## src/rtl/fpadd_wb_pkg.sv

```systemverilog
// Shared constants and helpers for the fpadd writeback/result-capture stage.
package fpadd_wb_pkg;

    localparam int FLG_NV = 4;
    localparam int FLG_DZ = 3;
    localparam int FLG_OF = 2;
    localparam int FLG_UF = 1;
    localparam int FLG_NX = 0;

    localparam logic [31:0] NANBOX_HI = 32'hFFFF_FFFF;

    // Single-precision results live in [63:32] and are NaN-boxed into the low word.
    function automatic logic [63:0] fmt_result(input logic [63:0] res, input logic is_single);
        return is_single ? {NANBOX_HI, res[63:32]} : res;
    endfunction

endpackage

```

## src/rtl/fpadd_wb_fifo.sv

```systemverilog
// Generic circular FIFO: separate occupancy counter, head visible combinationally.
module fpadd_wb_fifo #(
    parameter  int DEPTH = 2,
    parameter  int WIDTH = 8,
    localparam int PW    = $clog2(DEPTH),
    localparam int CW    = PW + 1
) (
    input  logic             clk,
    input  logic             reset_n,
    input  logic             i_push,
    input  logic             i_pop,
    input  logic [WIDTH-1:0] i_data,
    output logic [WIDTH-1:0] o_head,
    output logic [CW-1:0]    o_count,
    output logic             o_full,
    output logic             o_empty
);

    logic [WIDTH-1:0] r_mem [DEPTH];
    logic [PW-1:0]    r_wr_ptr;
    logic [PW-1:0]    r_rd_ptr;
    logic [CW-1:0]    r_count;
    logic             w_push;
    logic             w_pop;

    // Full is judged on the registered count, so a same-cycle pop never admits a push.
    assign o_full  = (r_count == CW'(DEPTH));
    assign o_empty = (r_count == '0);
    assign w_push  = i_push & ~o_full;
    assign w_pop   = i_pop & ~o_empty;
    assign o_head  = r_mem[r_rd_ptr];
    assign o_count = r_count;

    always_ff @(posedge clk or negedge reset_n) begin
        if (!reset_n) begin
            r_wr_ptr <= '0;
            r_rd_ptr <= '0;
            r_count  <= '0;
        end else begin
            if (w_push) r_wr_ptr <= r_wr_ptr + 1'b1;
            if (w_pop)  r_rd_ptr <= r_rd_ptr + 1'b1;
            case ({w_push, w_pop})
                2'b10:   r_count <= r_count + 1'b1;
                2'b01:   r_count <= r_count - 1'b1;
                default: r_count <= r_count;
            endcase
        end
    end

    always_ff @(posedge clk) begin
        if (w_push) r_mem[r_wr_ptr] <= i_data;
    end

endmodule

```

## src/rtl/fpadd_wb.sv

```systemverilog
// fpadd writeback stage: formats results, queues them toward the register file,
// and accumulates the sticky exception flags.
module fpadd_wb
    import fpadd_wb_pkg::*;
#(
    parameter int DEPTH = 2,
    parameter int TAG_W = 5
) (
    input  logic                   clk,
    input  logic                   reset_n,
    input  logic                   in_valid,
    output logic                   in_ready,
    input  logic [63:0]            in_result,
    input  logic [4:0]             in_flags,
    input  logic                   in_denorm,
    input  logic                   in_p,
    input  logic [TAG_W-1:0]       in_tag,
    output logic                   out_valid,
    input  logic                   out_ready,
    output logic [63:0]            out_data,
    output logic [TAG_W-1:0]       out_tag,
    output logic                   out_denorm,
    output logic [4:0]             fflags,
    input  logic                   fflags_wr,
    input  logic [4:0]             fflags_wdata,
    output logic [$clog2(DEPTH):0] count
);

    typedef struct packed {
        logic [63:0]      data;
        logic [TAG_W-1:0] tag;
        logic             denorm;
    } wb_entry_t;

    wb_entry_t  w_in_entry;
    wb_entry_t  w_head;
    logic       w_full;
    logic       w_empty;
    logic       w_push;
    logic       w_pop;
    logic [4:0] w_push_flags;
    logic [4:0] r_fflags;

    assign in_ready  = ~w_full;
    assign out_valid = ~w_empty;
    assign w_push    = in_valid & in_ready;
    assign w_pop     = out_valid & out_ready;

    assign w_in_entry.data   = fmt_result(in_result, in_p);
    assign w_in_entry.tag    = in_tag;
    assign w_in_entry.denorm = in_denorm;

    fpadd_wb_fifo #(
        .DEPTH (DEPTH),
        .WIDTH ($bits(wb_entry_t))
    ) u_fifo (
        .clk     (clk),
        .reset_n (reset_n),
        .i_push  (w_push),
        .i_pop   (w_pop),
        .i_data  (w_in_entry),
        .o_head  (w_head),
        .o_count (count),
        .o_full  (w_full),
        .o_empty (w_empty)
    );

    assign out_data   = out_valid ? w_head.data   : '0;
    assign out_tag    = out_valid ? w_head.tag    : '0;
    assign out_denorm = out_valid ? w_head.denorm : 1'b0;

    always_comb begin
        w_push_flags         = '0;
        w_push_flags[FLG_NV] = w_push & in_flags[FLG_NV];
        w_push_flags[FLG_DZ] = w_push & in_flags[FLG_DZ];
        w_push_flags[FLG_OF] = w_push & in_flags[FLG_OF];
        w_push_flags[FLG_UF] = w_push & in_flags[FLG_UF];
        w_push_flags[FLG_NX] = w_push & in_flags[FLG_NX];
    end

    // A software write replaces the sticky value but still merges flags pushed this cycle.
    always_ff @(posedge clk or negedge reset_n) begin
        if (!reset_n) r_fflags <= '0;
        else          r_fflags <= (fflags_wr ? fflags_wdata : r_fflags) | w_push_flags;
    end

    assign fflags = r_fflags;

endmodule
```

## config.mk

```make
export PLATFORM = sky130hd
export DESIGN_NAME = fpadd_wb
export DESIGN_NICKNAME = d
export VERILOG_FILES = /design/src/rtl/fpadd_wb_pkg.sv /design/src/rtl/fpadd_wb_fifo.sv /design/src/rtl/fpadd_wb.sv
export SDC_FILE = /design/constraint.sdc
export NUM_CORES = 1
export LEC_CHECK = 0
export ABC_AREA = 1
export BUFFER_PORTS_ARGS = -buffer_cell sky130_fd_sc_hd__buf_2
export CAP_MARGIN = 40
export CELL_PAD_IN_SITES_DETAIL_PLACEMENT = 1
export CELL_PAD_IN_SITES_GLOBAL_PLACEMENT = 1
export CORE_MARGIN = 2
export CORE_UTILIZATION = 37
export DETAILED_ROUTE_END_ITERATION = 8
export PLACE_DENSITY = 0.83
export SYNTH_ARGS = -nofsm -noshare
export SYNTH_HDL_FRONTEND = slang
export SYNTH_SLANG_ARGS = --single-unit
```

## constraint.sdc

```tcl
create_clock -name clk -period 4 [get_ports clk]
set_input_delay 0.4 -clock clk [delete_from_list [all_inputs] [get_ports clk]]
set_output_delay 0.4 -clock clk [all_outputs]
set_load 0.005 [all_outputs]
```

==> impl_metrics.tcl, run 1 <==
set metrics [dict create \
    maxSlewHeadroom_pct 45.5 \
    floorplan.initialDensity_pct 37.9 \
    endpoint_kind "output pin" \
    rr_startpoint "u_fifo.o_count[0]" \
    finClkSkew_ps 7.07 \
    die_area_mm2 0.0181 \
    cp.required_ps 3600 \
    place_inst 931 \
    r2r_end "u_fifo.o_count[1]" \
    tightest_slew_ps 817 \
    finalMaxSlewViolations 0 \
    cts_resized 0 \
    worstSkewPairLatency_ps 420 \
    clkSlewWorstSetupHoldPaths_ps 60 \
    cts_buffer_depth 2 \
    fin_nets 818 \
    post-route-period-util_pct 64.4 \
    hold_path.class "primary input to register" \
    area_growth_pct 25.7 \
    setup_viol 0 \
    ctsHtreeMaxLevel 4 \
    cp-start-kind "register" \
    multi_input_area_mm2 0.00164 \
    r2r_slack_ps 1780 \
    cts_post_setup_buffers_inserted 0 \
    stdcell_count 965 \
    ios 165 \
    firstDrtPassIters 4 \
    fin_crit_ps 2580 \
    grt_max_degree 72 \
    grt_pass1_vias 5111 \
    crit_type "register to output pin" \
    num-fill-cells 1878 \
    final_common_cell "nand2_1" \
    holdPathStages 1 \
    routedWlPerCell_um 16.8 \
    hold_violations 0 \
    postRouteAntennaNets 0 \
    drive_above_1_share_pct 32.8 \
    stdcell_area_mm2 0.00792 \
    dieHeight_um 135 \
    hpwl_mm 10.5 \
    antenna_found_initial 2 \
    maxCapViolCount 0 \
    track_usage_pct 18.4 \
    leakagePower_uw 0.00334 \
    drc_errors 0 \
    portBuffers 164 \
    vias 4665 \
    synth_seq_cells 149 \
    hp-start "in_tag[2]" \
    layout_common_cells "nand2_1, buf_2, edfxtp_1" \
    place_congestion 0.747 \
    synth_seq_area_share_pct 70.3 \
    cts_sinks 149 \
    die_w_um 135 \
    rr_worst_depth 8 \
    wl_mm 16.3 \
    seqCellArea_mm2 0.00443 \
    via_per_inst 4.83 \
    grt_overflow 0 \
    netlist_instances 570 \
    hold_path_end "u_fifo.r_mem[1][3]" \
    yosysWarnings 0 \
    ir_worst_vdd_mv 0.390 \
    ys_types 21 \
    rsz0062_at_grt "no" \
    numCtsBuffers 17 \
    critPathArrivalTime_ps 2180 \
    grt_pass1_wl_mm 25.5 \
    syn-num-nets 657 \
    syn_area_per_cell_um2 11.1 \
    clock-root-buffer "clkbuf_16" \
    cts_tree "done" \
    crit_fanout 49 \
    outcome "completed" \
    rows 47 \
    pwr_density_cell_mw_per_mm2 724 \
    placed_cell_area_mm2 0.00732 \
    floorplan.core_area_mm2 0.0166 \
    fmax_mhz 388 \
    synth_area_mm2 0.00630 \
    initialDrtViolationCount 157 \
    setup_tns_ps 0 \
]
[metrics by stage]
| stage | total power [uW] | util [%] | setup slack [ps] | hold slack (ps) |
|---|---|---|---|---|
| finish | 5730 | 47.6 | 1420 | 177 |
| global route | 6090 | 47.6 | 1200 | 163 |
| CTS | 5830 | 47.6 | 1340 | 156 |
| detailed placement | 4220 | 44.0 | 1750 | 276 |
| global placement | 4140 | 43.8 | 1810 | 269 |
| floorplan | 3350 | - | 1080 | 104 |
[routing by layer]
layer / global-route usage (%) / part of all wire (%)
met2: 32.6 / 51
met4: 7.54 / 2.1
met3: 4.65 / 5.6
met1: 21.4 / 41
met5: 0 / 0.068
[sequential cells by signal, indices dropped and copies added, names as in the netlist]
register,count
fflags,5
u_fifo.r_wr_ptr,1
u_fifo.r_rd_ptr,1
u_fifo.r_mem,140
u_fifo.o_count,2
[power by group]
group	switching (uW)	total, uW	internal, uW
combinational	1230	1920	687
clock	624	1600	975
sequential	101	2210	2110
total	1960	5730	3770
[area by class of cell]
class,count,area share (%)
Clock buffer,18,5.42
Sequential cell,149,55.9
Multi-Input combinational cell,376,20.6
Clock inverter,14,2.04
Inverter,13,0.632
Tap cell,220,3.48
Timing Repair Buffer,174,11.8
Antenna cell,1,0.0316
[kinds of logic (layout without fill, tap and decap cells)]
group	Yosys count	after routing	synth area share, %
DFF	149	149	70.3
other	0	1	0
buffers and inverters	45	219	3.89
and+or+nand+nor	297	297	19.2
xor gates and xnor gates	1	1	0.139
AOI/OAI and AO/OA	77	77	6.27
adders and majority gates	1	1	0.198
[synth_stat cells]
cell	instances	area, um2
nand2_1	258	968
edfxtp_1	140	4200
a21oi_1	70	350
or2_2	32	200
buf_2	19	95.1
dfrtp_1	9	225
inv_1	8	30.0
buf_6	6	67.6
clkbuf_1	5	18.8
a21boi_0	4	30.0
inv_2	4	15.0
o21ai_0	3	15.0
buf_4	2	15.0
nand2_2	2	12.5
nor2_1	2	7.51
clkinv_1	1	3.75
ha_1	1	12.5
nand3_1	1	5.00
nand4_1	1	6.26
nor2_4	1	11.3
xnor2_1	1	8.76
[worst max-delay path: stages (launching register included)]
cell,delay [ps]
dfrtp_2,410
inv_2,310
buf_4,560
nand2_1,130
a21oi_1,190
buf_2,140
[timing repair]
item | CTS | global route
hold buffers | 1 | 0
setup endpoints to repair | 0 | 0
hold endpoints to repair | 9 | 0
[worst max-delay path by stage]
stage / from / end / slack [ps] / cells after the start
after floorplan: u_fifo.o_count[0] / u_fifo.r_mem[1][0] / 1080 / 4
final: u_fifo.r_rd_ptr / out_data[29] / 1420 / 5
after CTS: u_fifo.r_rd_ptr / out_data[15] / 1340 / 5
after global placement: u_fifo.o_count[0] / u_fifo.o_count[1] / 1810 / 8
after detailed placement: u_fifo.o_count[0] / u_fifo.o_count[1] / 1750 / 8
after global routing: u_fifo.r_rd_ptr / out_data[47] / 1200 / 5
Power figures use the tool's default switching activity.
==> inputs of run 2 (changes only) <==
Settings changed: CORE_UTILIZATION 37 to 41, PLACE_DENSITY 0.83 to 0.87.
Clock period 4 ns to 2.6 ns, I/O delays scaled along.
==> impl_metrics.tcl, run 2 (synthesized netlist as in run 1, its figures left out) <==
set metrics [dict create \
    outcome "completed" \
    dieHeight_um 128 \
    setup_viol 0 \
    antenna_found_initial 0 \
    layout_common_cells "nand2_1, buf_2, edfxtp_1" \
    rsz0062_at_grt "no" \
    p_total_uw 9030 \
    cts_tree "done" \
    cp-startpoint "u_fifo.r_rd_ptr" \
    r2r_end "u_fifo.o_count[1]" \
    r2r_slack_ps 690 \
    cp.required_ps 2340 \
    crit_type "register to output pin" \
    die_w_um 128 \
    finalMaxSlewViolations 0 \
    endpoint_kind "output pin" \
    cts_post_setup_buffers_inserted 0 \
    fin_crit_ps 2310 \
    floorplan.core_area_mm2 0.0151 \
    place_ws_ps 696 \
    setup_ws_ps 295 \
    finClkSkew_ps 7.62 \
    grt_pass1_vias 5082 \
    leakagePower_uw 0.00337 \
    ctsHtreeMaxLevel 4 \
    cts_buffer_depth 2 \
    maxSlewHeadroom_pct 59.8 \
    place_congestion 0.796 \
    top_register "u_fifo.r_mem" \
    placed_cell_area_mm2 0.00729 \
    critPathArrivalTime_ps 2050 \
    crit_fanout 41 \
    grt_overflow 0 \
    diodes 0 \
    fmax_mhz 434 \
    hold_violations 0 \
    largest_register_ff_count 140 \
    post-route-period-util_pct 88.7 \
    critPathCapture "out_data[8]" \
    vias 4751 \
    via_per_inst 5.09 \
    clock-root-buffer "clkbuf_16" \
    initialDrtViolationCount 241 \
    pwr_density_cell_mw_per_mm2 1140 \
    rr_worst_depth 7 \
    drc_errors 0 \
    wl_met3_um 901 \
    tightest_slew_ps 603 \
    portBuffers 164 \
    die_area_mm2 0.0164 \
    routedWlPerCell_um 18.2 \
    worstSkewPairLatency_ps 420 \
    wl_mm 17.0 \
    postRouteAntennaNets 0 \
    ir_worst_vdd_mv 0.577 \
    area_growth_pct 25.7 \
    grt_pass1_wl_mm 25.8 \
    clkSlewWorstSetupHoldPaths_ps 60 \
    rows 45 \
    hold_path.class "primary input to register" \
    rr_startpoint "u_fifo.o_count[0]" \
    num-fill-cells 1684 \
    top_layer "met4" \
    stdcell_area_mm2 0.00792 \
    firstDrtPassIters 4 \
    ios 165 \
    fin_nets 819 \
    cts_sinks 149 \
    drive_above_1_share_pct 32.8 \
    met2WireLength_mm 8.94 \
    setup_tns_ps 0 \
    m1WireLength_mm 6.91 \
    maxCapViolCount 0 \
    cp-start-kind "register" \
    hpwl_mm 11.3 \
    floorplan.initialDensity_pct 41.8 \
    final_common_cell "nand2_1" \
    numCtsBuffers 17 \
    track_usage_pct 21.0 \
    grt_max_degree 71 \
]
==> run 2: changes by cell type in the layout (fill, tap and decap cells not counted), moves of 2 or more <==
| cell | delta |
|---|---|
| clkbuf_1 | +2 |
| clkbuf_8 | +3 |
| clkinv_4 | -3 |
| clkinvlp_4 | -2 |
==> run 2: worst min-delay path by stage <==
| stage | cells past startpoint | from | endpoint | slack, ps |
|---|---|---|---|---|
| 6_report | 1 | in_tag[1] | u_fifo.r_mem[0][2] | 30 |
| 5_1_grt | 1 | in_tag[0] | u_fifo.r_mem[1][1] | 20 |
| 4_1_cts | 1 | in_tag[1] | u_fifo.r_mem[0][2] | 10 |
| 3_5_place_dp | 1 | reset_n | fflags[3] | 130 |
| 3_3_place_gp | 1 | reset_n | u_fifo.o_count[1] | 120 |
| 2_1_floorplan | 0 | reset_n | fflags[0] | -40 |
==> run 2: area by class of cell <==
cell class	count	area (um2)	share of cell area, %
tap	188	235	2.97
timing repair buffer	175	943	11.9
multi-input combinational	376	1640	20.6
inverter	13	52.6	0.663
clock buffer	23	478	6.03
sequential	149	4430	55.9
clock inverter	9	148	1.86
==> run 2: repair_timing <==
item | CTS | global route
gates resized for setup | 0 | 0
hold endpoints to repair | 9 | 0
hold buffers | 1 | 0
==> run 2: per-layer routing <==
metal	global-route usage [%]	vias to the layer above
met2	38.3	165
met4	6.98	0
met1	24.1	2327
li1	-	2237
met3	5.13	22
met5	0	-
==> run 2: metrics by stage <==
stage               utilization [%]  std cells  hold slack (ps)
finish                         52.5        933             31.7
global route                   52.5        933             18.8
CTS                            52.5        933             13.4
detailed placement             48.3        900              128
global placement               48.3        900              123
floorplan                         -        570            -35.6
==> run 2: report_power, final <==
part / internal [uW] / total (uW) / leakage, uW / switching (uW)
combinational: 1070 / 2970 / 0.00168 / 1900
sequential: 3250 / 3480 / 0.00138 / 225
clock: 1680 / 2580 / 0.000309 / 904
==> run 2: worst max-delay path, cell delays in order (launching register included) <==
cell	delay, ps
dfrtp_2	590
inv_2	130
buf_4	410
nand2_1	130
a21oi_1	200
buf_2	150
==> inputs of run 3 (changes only) <==
Settings changed: ABC_AREA 1 to not set, CORE_UTILIZATION 41 to 43, CTS_CLUSTER_DIAMETER set to 100.
==> impl_metrics.tcl, run 3 <==
set metrics [dict create \
    outcome "completed" \
    synth_common_cells "edfxtp_1, nor2_1, mux2i_1, mux2_2, or2_2" \
    endpoint_kind "output pin" \
    drive_above_1_share_pct 45.4 \
    cts_resized 0 \
    critPathArrivalTime_ps 1910 \
    cp.required_ps 2340 \
    crit_type "register to output pin" \
    synth_area_mm2 0.00625 \
    finClkSkew_ps 5.61 \
    synth_seq_cells 149 \
    initialDrtViolationCount 184 \
    numCtsBuffers 17 \
    rr_startpoint "u_fifo.o_count[0]" \
    cts_post_setup_buffers_inserted 0 \
    synth_seq_area_share_pct 70.9 \
    synthArstFlopShare_pct 6.04 \
    vias 3810 \
    routedWlPerCell_um 18.3 \
    synth_top_area_share_pct 67.3 \
    floorplan.core_area_mm2 0.0144 \
    pwr_density_cell_mw_per_mm2 1090 \
    seqCellArea_mm2 0.00443 \
    fin_crit_ps 2170 \
    num-fill-cells 1462 \
    rr_worst_depth 5 \
    cp-start-kind "register" \
    placed_cell_area_mm2 0.00732 \
    antenna_found_initial 0 \
    fin_nets 655 \
    tightest_slew_ps 725 \
    finalMaxSlewViolations 0 \
    firstDrtPassIters 4 \
    wl_mm 14.0 \
    largest_register_ff_count 140 \
    portBuffers 164 \
    hpwl_mm 9.15 \
    cts_buffer_depth 2 \
    floorplan.initialDensity_pct 43.5 \
    synth-main-ff-cell "edfxtp_1" \
    post-route-period-util_pct 83.6 \
    synth.area.top_cells "edfxtp_1, mux2i_1, mux2_2" \
    ir_worst_vdd_mv 0.549 \
    leakagePower_uw 0.00321 \
    top_register "u_fifo.r_mem" \
    maxCapViolCount 0 \
    grt_pass1_vias 4172 \
    cts_tree "done" \
    yosysWarnings 0 \
    syn_area_per_cell_um2 15.5 \
    drc_errors 0 \
    grt_overflow 0 \
    cts_sinks 149 \
    clkSlewWorstSetupHoldPaths_ps 60 \
    dieHeight_um 125 \
    grt_max_degree 71 \
    maxSlewHeadroom_pct 51.6 \
    die_w_um 125 \
    crit_fanout 41 \
    synth_edf_count 140 \
    ctsHtreeMaxLevel 4 \
    setup_viol 0 \
    hold_violations 0 \
    clock-root-buffer "clkbuf_16" \
    stdcell_area_mm2 0.00788 \
    multi_input_area_mm2 0.00173 \
    worstSkewPairLatency_ps 410 \
    rows 44 \
    critPathCapture "out_data[45]" \
    grt_pass1_wl_mm 21.9 \
    synth_most_common_cell "edfxtp_1" \
    netlist_instances 402 \
    track_usage_pct 18.4 \
    place_congestion 0.854 \
    syn-num-nets 489 \
    final_common_cell "buf_2" \
    hold_buffers 1 \
    rsz0062_at_grt "no" \
    ys_types 19 \
    setup_tns_ps 0 \
    fmax_mhz 460 \
    area_growth_pct 26.1 \
    hp-start "in_tag[4]" \
    r2r_end "u_fifo.r_mem[0][5]" \
    postRouteAntennaNets 0 \
    die_area_mm2 0.0155 \
    yosys.area.top_type "edfxtp_1" \
    layout_common_cells "buf_2, edfxtp_1, nor2_1" \
    cp-startpoint "u_fifo.r_rd_ptr" \
    diodes 0 \
    ios 165 \
    r2r_slack_ps 640 \
    hold_path.class "primary input to register" \
    via_per_inst 4.98 \
]
==> run 3: cell types whose count changed in the layout (fill, tap and decap cells not counted), moves of 3 or more <==
cell / delta
nor2b_1: +5
a21boi_0: -4
nand2_1: -258
mux2i_1: +70
a21oi_1: -70
a221o_1: +5
nor2_1: +70
bufinv_16: -4
inv_1: -5
o21ai_0: -3
mux2_2: +32
buf_4: -6
inv_2: -4
clkbuf_1: +4
==> run 3: how the worst min path moves through the flow <==
stage                                     to  depth (start not counted)
final                     u_fifo.r_mem[1][5]                          1
after CTS                 u_fifo.r_mem[0][4]                          1
after global routing      u_fifo.r_mem[0][4]                          1
after global placement             fflags[4]                          1
after detailed placement           fflags[2]                          1
after floorplan                    fflags[0]                          0
==> run 3: logic make-up after synthesis <==
kind of cell,Yosys count,share of synthesized area [%]
flip-flops,149,70.9
AND/OR/NAND/NOR,114,8.65
multiplexers,102,17.0
buffers and inverters,26,1.82
AO/OA/AOI/OAI,5,0.801
XOR/XNOR,5,0.701
adder cells (fa/ha/maj),1,0.200
==> run 3: cell type report <==
cell class / instances / share of cell area [%]
inverter: 2 / 0.0953
clock inverter: 3 / 0.191
timing repair buffer: 171 / 11.9
tap: 184 / 2.92
sequential: 149 / 56.2
multi-input combinational: 227 / 21.9
clock buffer: 29 / 6.75
==> run 3: power breakdown <==
part / switching, uW / leakage [uW] / internal [uW]
Sequential: 254 / 0.00137 / 3260
Combinational: 1560 / 0.00156 / 1250
Clock: 861 / 0.000271 / 1380
==> run 3: per-stage QoR <==
step	utilization [%]	setup slack (ps)	cells	total power, uW	hold WS, ps
floorplan	-	214	402	5100	-35.6
global placement	51.0	780	732	6270	120
detailed placement	51.0	645	732	6400	127
CTS	54.9	417	765	8670	16.4
global route	54.9	336	765	9020	13.7
finish	54.9	426	765	8560	39.1
==> run 3: critical path, stage by stage, from the launching register on <==
cell and delay, ps:
dfrtp_4 660, buf_12 320, mux2i_1 270, nor2_1 60
buf_2 140
==> run 3: routing by layer <==
metal,global-route usage [%],up-vias,share of wire (%)
li1,-,1801,-
met5,0,-,0
met2,32.9,111,53
met3,4.98,17,4.3
met4,7.07,0,1.5
met1,21.1,1881,41
